===== config.mk =====
export PLATFORM = sky130hd
export DESIGN_NAME = ps2_host_tx_flat
export DESIGN_NICKNAME = d
export VERILOG_FILES = /design/src/rtl/ps2_pkg.sv /design/src/rtl/ps2_host_tx_if.sv /design/src/rtl/ps2_line_filter.sv /design/src/rtl/ps2_host_tx.sv /design/src/flat_wrapper.sv
export SDC_FILE = /design/constraint.sdc
export NUM_CORES = 1
export LEC_CHECK = 0
export ABC_CLOCK_PERIOD_IN_PS = 2600
export CORE_MARGIN = 10
export CORE_UTILIZATION = 25
export DETAILED_ROUTE_END_ITERATION = 12
export HOLD_SLACK_MARGIN = 0.05
export SLEW_MARGIN = 15
export SYNTH_ARGS = -nofsm -noshare
export SYNTH_HDL_FRONTEND = slang
export SYNTH_HIERARCHICAL = 1
export SYNTH_SLANG_ARGS = --single-unit

===== constraint.sdc =====
create_clock -name clk -period 2.6 [get_ports clk]
set_input_delay 0.26 -clock clk [delete_from_list [all_inputs] [get_ports clk]]
set_output_delay 0.26 -clock clk [all_outputs]
set_load 0.1 [all_outputs]

===== src/rtl/ps2_pkg.sv =====
// Shared types and constants for the PS/2 host link: FSM states, frame edge
// numbering and the odd-parity helper.
package ps2_pkg;

    typedef enum logic [2:0] {
        IDLE,
        INHIBIT,
        START,
        XFER,
        WAIT_IDLE
    } ps2_state_t;

    localparam int PS2_DATA_BITS   = 8;
    localparam int PS2_PARITY_EDGE = 9;
    localparam int PS2_STOP_EDGE   = 10;
    localparam int PS2_ACK_EDGE    = 11;

    function automatic logic odd_parity(input logic [PS2_DATA_BITS-1:0] data);
        return ~^data;
    endfunction

endpackage


===== src/rtl/ps2_host_tx_if.sv =====
// Byte request handshake and completion status between a command source and
// the PS/2 host transmitter.
interface ps2_host_tx_if;

    logic [7:0] tx_data;
    logic       tx_valid;
    logic       tx_ready;
    logic       done;
    logic       ack_err;
    logic       timeout_err;

    modport master (
        output tx_data, tx_valid,
        input  tx_ready, done, ack_err, timeout_err
    );

    modport slave (
        input  tx_data, tx_valid,
        output tx_ready, done, ack_err, timeout_err
    );

endinterface


===== src/rtl/ps2_line_filter.sv =====
// Two-flop synchronizer plus a FILTER_LEN-sample persistence filter for one
// PS/2 pin; reports the accepted level and a one-cycle strobe on 1->0.
module ps2_line_filter #(
    parameter int FILTER_LEN = 8
) (
    input  logic clk,
    input  logic rst,
    input  logic i_pin,
    output logic o_level,
    output logic o_fall
);

    localparam int CW = $clog2(FILTER_LEN + 1);

    logic [1:0]    r_sync;
    logic [CW-1:0] r_count;
    logic          r_level;
    logic          r_fall;

    // A new level is accepted only after FILTER_LEN consecutive disagreeing samples.
    always_ff @(posedge clk) begin
        if (rst) begin
            r_sync  <= 2'b11;
            r_count <= '0;
            r_level <= 1'b1;
            r_fall  <= 1'b0;
        end else begin
            r_sync <= {r_sync[0], i_pin};
            r_fall <= 1'b0;
            if (r_sync[1] == r_level) begin
                r_count <= '0;
            end else if (r_count == CW'(FILTER_LEN - 1)) begin
                r_level <= r_sync[1];
                r_count <= '0;
                r_fall  <= r_level;
            end else begin
                r_count <= r_count + CW'(1);
            end
        end
    end

    assign o_level = r_level;
    assign o_fall  = r_fall;

endmodule


===== src/rtl/ps2_host_tx.sv =====
// PS/2 host-to-device transmitter: request-to-send, 11-edge frame clocked by
// the device, ACK check, and a per-edge watchdog.
module ps2_host_tx
    import ps2_pkg::*;
#(
    parameter int INHIBIT_CYCLES = 15000,
    parameter int TIMEOUT_CYCLES = 2000000,
    parameter int FILTER_LEN     = 8
) (
    input  logic           clk,
    input  logic           rst,
    ps2_host_tx_if.slave   bus,
    input  logic           i_ps2_clk,
    input  logic           i_ps2_data,
    output logic           o_ps2_clk_low,
    output logic           o_ps2_data_low,
    output logic           o_rx_inhibit
);

    localparam int IW = $clog2(INHIBIT_CYCLES + 1);
    localparam int TW = $clog2(TIMEOUT_CYCLES + 1);

    logic w_clk_level;
    logic w_clk_fall;
    logic w_data_level;
    logic w_unused_data_fall;

    ps2_line_filter #(.FILTER_LEN(FILTER_LEN)) u_clk_filter (
        .clk     (clk),
        .rst     (rst),
        .i_pin   (i_ps2_clk),
        .o_level (w_clk_level),
        .o_fall  (w_clk_fall)
    );

    ps2_line_filter #(.FILTER_LEN(FILTER_LEN)) u_data_filter (
        .clk     (clk),
        .rst     (rst),
        .i_pin   (i_ps2_data),
        .o_level (w_data_level),
        .o_fall  (w_unused_data_fall)
    );

    ps2_state_t          r_state;
    logic [7:0]          r_data;
    logic                r_parity;
    logic [3:0]          r_edge;
    logic [IW-1:0]       r_inh_cnt;
    logic [TW-1:0]       r_timer;
    logic                r_ack_bad;
    logic                r_ready;
    logic                r_clk_low;
    logic                r_data_low;
    logic                r_rx_inhibit;
    logic                r_done;
    logic                r_ack_err;
    logic                r_timeout_err;

    logic w_timer_expired;
    assign w_timer_expired = (r_timer == TW'(TIMEOUT_CYCLES - 1));

    // r_edge holds the number of falls already seen, so the incoming fall is r_edge+1.
    always_ff @(posedge clk) begin
        if (rst) begin
            r_state       <= IDLE;
            r_data        <= '0;
            r_parity      <= 1'b0;
            r_edge        <= '0;
            r_inh_cnt     <= '0;
            r_timer       <= '0;
            r_ack_bad     <= 1'b0;
            r_ready       <= 1'b1;
            r_clk_low     <= 1'b0;
            r_data_low    <= 1'b0;
            r_rx_inhibit  <= 1'b0;
            r_done        <= 1'b0;
            r_ack_err     <= 1'b0;
            r_timeout_err <= 1'b0;
        end else begin
            r_done        <= 1'b0;
            r_ack_err     <= 1'b0;
            r_timeout_err <= 1'b0;
            case (r_state)
                IDLE: begin
                    r_clk_low    <= 1'b0;
                    r_data_low   <= 1'b0;
                    r_rx_inhibit <= 1'b0;
                    r_ready      <= 1'b1;
                    if (r_ready && bus.tx_valid) begin
                        r_data       <= bus.tx_data;
                        r_parity     <= odd_parity(bus.tx_data);
                        r_inh_cnt    <= '0;
                        r_clk_low    <= 1'b1;
                        r_ready      <= 1'b0;
                        r_rx_inhibit <= 1'b1;
                        r_state      <= INHIBIT;
                    end
                end
                INHIBIT: begin
                    if (r_inh_cnt == IW'(INHIBIT_CYCLES - 1)) begin
                        r_data_low <= 1'b1;
                        r_state    <= START;
                    end else begin
                        r_inh_cnt <= r_inh_cnt + IW'(1);
                    end
                end
                START: begin
                    r_clk_low <= 1'b0;
                    r_edge    <= '0;
                    r_timer   <= '0;
                    r_state   <= XFER;
                end
                XFER: begin
                    if (w_clk_fall) begin
                        r_timer <= '0;
                        r_edge  <= r_edge + 4'd1;
                        if (r_edge < 4'(PS2_DATA_BITS)) begin
                            r_data_low <= ~r_data[r_edge[2:0]];
                        end else if (r_edge == 4'(PS2_PARITY_EDGE - 1)) begin
                            r_data_low <= ~r_parity;
                        end else if (r_edge == 4'(PS2_STOP_EDGE - 1)) begin
                            r_data_low <= 1'b0;
                        end else begin
                            r_ack_bad <= w_data_level;
                            r_state   <= WAIT_IDLE;
                        end
                    end else if (w_timer_expired) begin
                        r_clk_low     <= 1'b0;
                        r_data_low    <= 1'b0;
                        r_rx_inhibit  <= 1'b0;
                        r_timeout_err <= 1'b1;
                        r_state       <= IDLE;
                    end else begin
                        r_timer <= r_timer + TW'(1);
                    end
                end
                WAIT_IDLE: begin
                    if (w_clk_level && w_data_level) begin
                        r_clk_low    <= 1'b0;
                        r_data_low   <= 1'b0;
                        r_rx_inhibit <= 1'b0;
                        r_done       <= 1'b1;
                        r_ack_err    <= r_ack_bad;
                        r_state      <= IDLE;
                    end else if (w_clk_fall) begin
                        r_timer <= '0;
                    end else if (w_timer_expired) begin
                        r_clk_low     <= 1'b0;
                        r_data_low    <= 1'b0;
                        r_rx_inhibit  <= 1'b0;
                        r_timeout_err <= 1'b1;
                        r_state       <= IDLE;
                    end else begin
                        r_timer <= r_timer + TW'(1);
                    end
                end
                default: begin
                    r_state <= IDLE;
                end
            endcase
        end
    end

    assign bus.tx_ready    = r_ready;
    assign bus.done        = r_done;
    assign bus.ack_err     = r_ack_err;
    assign bus.timeout_err = r_timeout_err;
    assign o_ps2_clk_low   = r_clk_low;
    assign o_ps2_data_low  = r_data_low;
    assign o_rx_inhibit    = r_rx_inhibit;

endmodule


===== src/flat_wrapper.sv =====
// flat-port wrapper written by rule: the top's interface ports become plain ports
module ps2_host_tx_flat import ps2_pkg::*;
#(
    parameter int INHIBIT_CYCLES = 15000,
    parameter int TIMEOUT_CYCLES = 2000000,
    parameter int FILTER_LEN     = 8
)
  (clk, rst, i_ps2_clk, i_ps2_data, o_ps2_clk_low, o_ps2_data_low, o_rx_inhibit, bus_tx_data, bus_tx_valid, bus_tx_ready, bus_done, bus_ack_err, bus_timeout_err);
  ps2_host_tx_if bus_i ();
  input  logic clk;
  input  logic rst;
  input  logic i_ps2_clk;
  input  logic i_ps2_data;
  output logic o_ps2_clk_low;
  output logic o_ps2_data_low;
  output logic o_rx_inhibit;
  input wire logic [$bits(bus_i.tx_data)-1:0] bus_tx_data;
  input wire logic [$bits(bus_i.tx_valid)-1:0] bus_tx_valid;
  output wire logic [$bits(bus_i.tx_ready)-1:0] bus_tx_ready;
  output wire logic [$bits(bus_i.done)-1:0] bus_done;
  output wire logic [$bits(bus_i.ack_err)-1:0] bus_ack_err;
  output wire logic [$bits(bus_i.timeout_err)-1:0] bus_timeout_err;
  assign bus_i.tx_data = bus_tx_data;
  assign bus_i.tx_valid = bus_tx_valid;
  assign bus_tx_ready = bus_i.tx_ready;
  assign bus_done = bus_i.done;
  assign bus_ack_err = bus_i.ack_err;
  assign bus_timeout_err = bus_i.timeout_err;
  ps2_host_tx #(.INHIBIT_CYCLES(INHIBIT_CYCLES), .TIMEOUT_CYCLES(TIMEOUT_CYCLES), .FILTER_LEN(FILTER_LEN)) u_core (.clk(clk), .rst(rst), .bus(bus_i), .i_ps2_clk(i_ps2_clk), .i_ps2_data(i_ps2_data), .o_ps2_clk_low(o_ps2_clk_low), .o_ps2_data_low(o_ps2_data_low), .o_rx_inhibit(o_rx_inhibit));
endmodule

Yosys cells after proc, flatten, opt, wreduce, memory -nomap -nowiden --
Index checks and enable logic that the tools add are counted.
Operators by class: $add $sub $neg 5, $lt $le $gt $ge 2, equality and inequality tests 22, mux-type cells 45, bitwise gates (word level) 10, reduce and logical (&&, ||, !) cells 24
Operator list (count):
- $mux 21 | 3
- $pmux 21 s3 | 1
- $mux 14 | 2
- $pmux 14 s2 | 1
- $mux 3 | 9
- $add 21x1->21 const B | 1
- $eq 21x21->1 const B | 1
- $mux 1 | 21
- $pmux 3 s5 | 1
- $add 14x1->14 const B | 1
- $eq 14x14->1 const B | 1
- $add 4x1->4 const B | 3
- $reduce_or 3->1 | 4
- $not 1->1 | 10
- $reduce_and 2->1 | 5
- $ne 3x3->1 const B | 3
- $eq 4x3->1 const B | 2
- $eq 4x4->1 const B | 2
- $pmux 1 s4 | 2
- $pmux 4 s2 | 1
- $reduce_bool 4->1 | 2
- $reduce_xnor 8->1 | 1
- $eq 3x2->1 const B | 2
- $ne 2x2->1 const B | 3
- 21 further kinds | 26
Storage, ports and cells: register bits 74, input port bits 13, output and inout port bits 7, logic and storage cells 129

Longest topological paths before layout --
depth after elaboration 6, gate-level depth with buffers 8, gate-level depth less buffers 7

Modules after synthesis --
Netlist, hierarchy kept.
Modules (own cells, without submodules):
- ps2_host_tx | times used 1, cells an instance 381, area an instance 3185.6 um^2, seq. area each 1181.1 um^2
- ps2_line_filter | times used 2, cells an instance 27, area an instance 284.0 um^2, seq. area each 160.2 um^2

Worst setup path before layout --
No wires, ideal clock.
kind register -> register, from register u_core.r_ready (netlist: u_core/bus.tx_ready), to register u_core.r_inh_cnt[13], setup time 0.128 ns, arrival 2.115 ns, data required time 2.472 ns, path slack 0.358 ns, stages on the path, launching flop included 5, path buffers 0, clock period less this slack 2.242 ns, cells stage by stage dfxtp_1 nand3_1 a2111oi_0 xnor2_1 nor2_1
Between the ends: word-level cells in the longest chain between the ends 3
Ends and longest elaborated chain:
- start: declaration | RTL line ps2_host_tx.sv:51 | logic r_ready;
- start signal: assignment | RTL line ps2_host_tx.sv:72 | r_ready <= 1'b1;
- start signal: assignment | RTL line ps2_host_tx.sv:88 | r_ready <= 1'b1;
- start signal: assignment | RTL line ps2_host_tx.sv:94 | r_ready <= 1'b0;
- $logic_and 1x1->1 | RTL line ps2_host_tx.sv:89 | if (r_ready && bus.tx_valid) begin
- $ne 2x1->1 (no line)
- $reduce_and 3->1 (no line)
- end signal: assignment | RTL line ps2_host_tx.sv:104 | r_inh_cnt <= r_inh_cnt + IW'(1);
- end: declaration | RTL line ps2_host_tx.sv:48 | logic [IW-1:0] r_inh_cnt;
No other way between the ends. A chain may end at the register's enable or synchronous reset.

Worst setup path in the final report --
from register u_core.r_state[2], to register u_core.r_timer[4]
Between the ends: word-level cells in the longest chain between the ends 3, elaborated cells between the ends (all ways) 7, classes of those cells eq/ne: 4; mux: 1; reduce/logical: 2
Ends and longest elaborated chain:
- start: declaration | RTL line ps2_host_tx.sv:44 | ps2_state_t r_state;
- start signal: assignment | RTL line ps2_host_tx.sv:65 | r_state <= IDLE;
- start signal: assignment | RTL line ps2_host_tx.sv:96 | r_state <= INHIBIT;
- start signal: assignment | RTL line ps2_host_tx.sv:102 | r_state <= START;
- $eq 3x3->1 / $eq 3x2->1 (equally long branches) | RTL line ps2_host_tx.sv:83 | case (r_state)
- $ne 2x2->1 (no line) / $reduce_bool 3->1 (equally long branches)
- $reduce_and 2->1 (no line)
- end signal: assignment | RTL line ps2_host_tx.sv:134 | r_timer <= r_timer + TW'(1);
- end signal: assignment | RTL line ps2_host_tx.sv:154 | r_timer <= r_timer + TW'(1);
- end: declaration | RTL line ps2_host_tx.sv:49 | logic [TW-1:0] r_timer;
Several ways; a longest one is shown, not always the timed one.

==> results.toml <==
[sta]
fmax_ghz = 0.459
finalCriticalPeriod_ns = 2.18
grt_setup_unrepaired = "no"
slew_violations = 0
setup_tns_ns = 0
tightest_slew_ns = 0.700
finalHoldViolCount = 0
fin_crit_sh = 0.839
fin_worst_skew_ns = 0.00505
slew_headroom = 0.532
setup_violations = 0
fin_worst_hold_slack_ns = 0.411

[setup_path]
path_class = "register to register"
max_stage_delay_ns = 0.56
endpoint_kind = "register"
startpoint_type = "register"
cp_max_fo = 17
critPathRequiredTime_ns = 2.89
cpLargestDelayFamily = "simple AND/OR/NAND/NOR gates"
critPathSlowestCell = "or4_1"
arrival_ns = 2.47
crit_chain = "or3b_1, a21oi_4, o21ai_2, or4_1, nand2_1"
worst-path-buf-inv = 0

[yosys]
syn_avg_cell_area_um2 = 8.60
syn-num-nets = 453
synth-warning-count = 6
syn_area_um2 = 3720
synth_cells = 433

[cts]
cts_max_level = 3
cts_hold_buf = 0
cts_tree = "done"
cts_sinks = 74
cts_resized = 0
cts-root-buf = "clkbuf_16"
clk_latency_ns = 0.34
post_cts_buffers = 0
path_clk_slew_ns = 0.06
cts_inserted_buffers = 9
clockBufferDepth = 2

[routing]
top_layer = "met4"
vias_per_cell = 4.89
wl_met2_um = 3990
totalWireLength_um = 8350
wl_met3_um = 359
dr.pass1.iters = 4
wl_met1_um = 3900
ant_nets = 0
drc_errors = 0
first_iter_violations = 195
wire_per_inst_um = 13.0
num_vias = 3131

[power]
total_power_mw = 3.29
power.density_nw_per_um2 = 743
p_leak_nw = 1.45
p_clk_frac = 0.389
pwr-share-comb = 0.226
p_switching_mw = 1.03
p_int_mw = 2.25
p_seq_frac = 0.385
swShare = 0.315
ir_drop_v = 0.000386

[finish]
final_area_um2 = 4420
nets = 471
fill_cells = 1503
antenna_cells = 0
syn2layout_area_growth_pct = 18.7
drive_gt1_frac = 0.118

[min_path]
hold_path.class = "register to register"

[global_route]
grt_pass1_vias = 3069
grt_use_total = 0.0842
grt_max_degree = 36
grt_pass1_wl_um = 14200
grt-ovfl-total = 0
antenna_found_initial = 0

[floorplan]
die_y_um = 142
die_x_um = 142
coreArea_um2 = 14600
rows = 44
num_io_pins = 20
initial_core_util = 0.255
dieArea_um2 = 20200

[place]
placed_area_um2 = 4110
io_buffers = 19
dp_hpwl_um = 5920
gp_congestion = 0.847

[run]
cap_violations = 0

[outcome]
status = "complete, no violations"
[final cells by class]
| class | count | area, um2 | share of cell area |
|---|---|---|---|
| well taps | 184 | 230 | 0.0521 |
| clock buffers | 11 | 253 | 0.0572 |
| repair buffers | 28 | 240 | 0.0543 |
| clock inverters | 5 | 61.3 | 0.0139 |
| flip-flops and latches | 74 | 1480 | 0.335 |
| inverters | 10 | 37.5 | 0.00849 |
| multi-input cells | 328 | 2120 | 0.479 |
[path summary, 6_finish.rpt]
kind | to | from | slack [ns] | depth (start not counted)
setup / recovery | u_core/r_timer[4]$_SDFFE_PP0P_ | u_core/r_state[2]$_SDFFE_PP0P_ | 0.42 | 5
hold / removal | u_core/u_data_filter/r_sync[1]$_SDFF_PP1_ | u_core/u_data_filter/r_sync[0]$_SDFF_PP1_ | 0.41 | 1
hold reg to reg | u_core/u_data_filter/r_sync[1]$_SDFF_PP1_ | u_core/u_data_filter/r_sync[0]$_SDFF_PP1_ | 0.41 | 1
setup reg to reg | u_core/r_timer[4]$_SDFFE_PP0P_ | u_core/r_state[2]$_SDFFE_PP0P_ | 0.42 | 5
[power by group through the flow]
stage               clock network [mW]  registers (mW)  logic [mW]
global placement                     0            1.29       0.736
global route                      1.36            1.28       0.815
floorplan                            0            1.39       0.426
CTS                               1.32            1.27       0.748
finish                            1.28            1.27       0.741
detailed placement                   0            1.29       0.745
[flip-flops by register name, indices dropped and copies added, names as in the netlist, 2 cells and up]
name,count
u_core/r_timer,21
u_core/r_inh_cnt,14
u_core/r_data,8
u_core/r_edge,4
u_core/u_clk_filter/r_count,4
u_core/u_data_filter/r_count,4
u_core/r_state,3
u_core/u_clk_filter/r_sync,2
u_core/u_data_filter/r_sync,2
[worst register-to-register path, delay by kind of cell, from the launching register on]
kind	cells	cell delay (ns)
AO/OA/AOI/OAI	2	0.47
flip-flops	1	0.50
AND/OR/NAND/NOR	3	1.16
[cell usage in the layout, fill, tap and decap left out, types with 4 or more instances in the layout]
cell and count:
nor4b_1 5, nand3_1 18, o21ai_0 11, nand4_1 9, clkbuf_16 9, nor2_1 43, nor4_1 9, or3_1 5
mux2i_1 4, nand3b_1 7, a21o_1 4, a21oi_1 28, dfxtp_1 74, and3_1 4, and2_1 4, ha_1 7
or2_2 5, buf_4 16, xnor2_1 31, inv_1 10, clkdlybuf4s50_1 12, a211oi_1 7, a22oi_1 4, nand2_1 49
nor3_1 10, or4_1 5
[metal layers]
layer  vias up  track usage
met1      1464        0.102
met4         0       0.0323
met3         9       0.0264
met2        58        0.136
li1       1600            -
met5         -            0
[metrics by stage]
step            util  setup WS (ns)  instances
6_report       0.303          0.419        640
3_3_place_gp   0.281          0.478        624
2_1_floorplan      -          0.358        433
5_1_grt        0.303          0.280        640
4_1_cts        0.303          0.404        640
3_5_place_dp   0.281          0.421        624
Power figures use the tool's default switching activity.
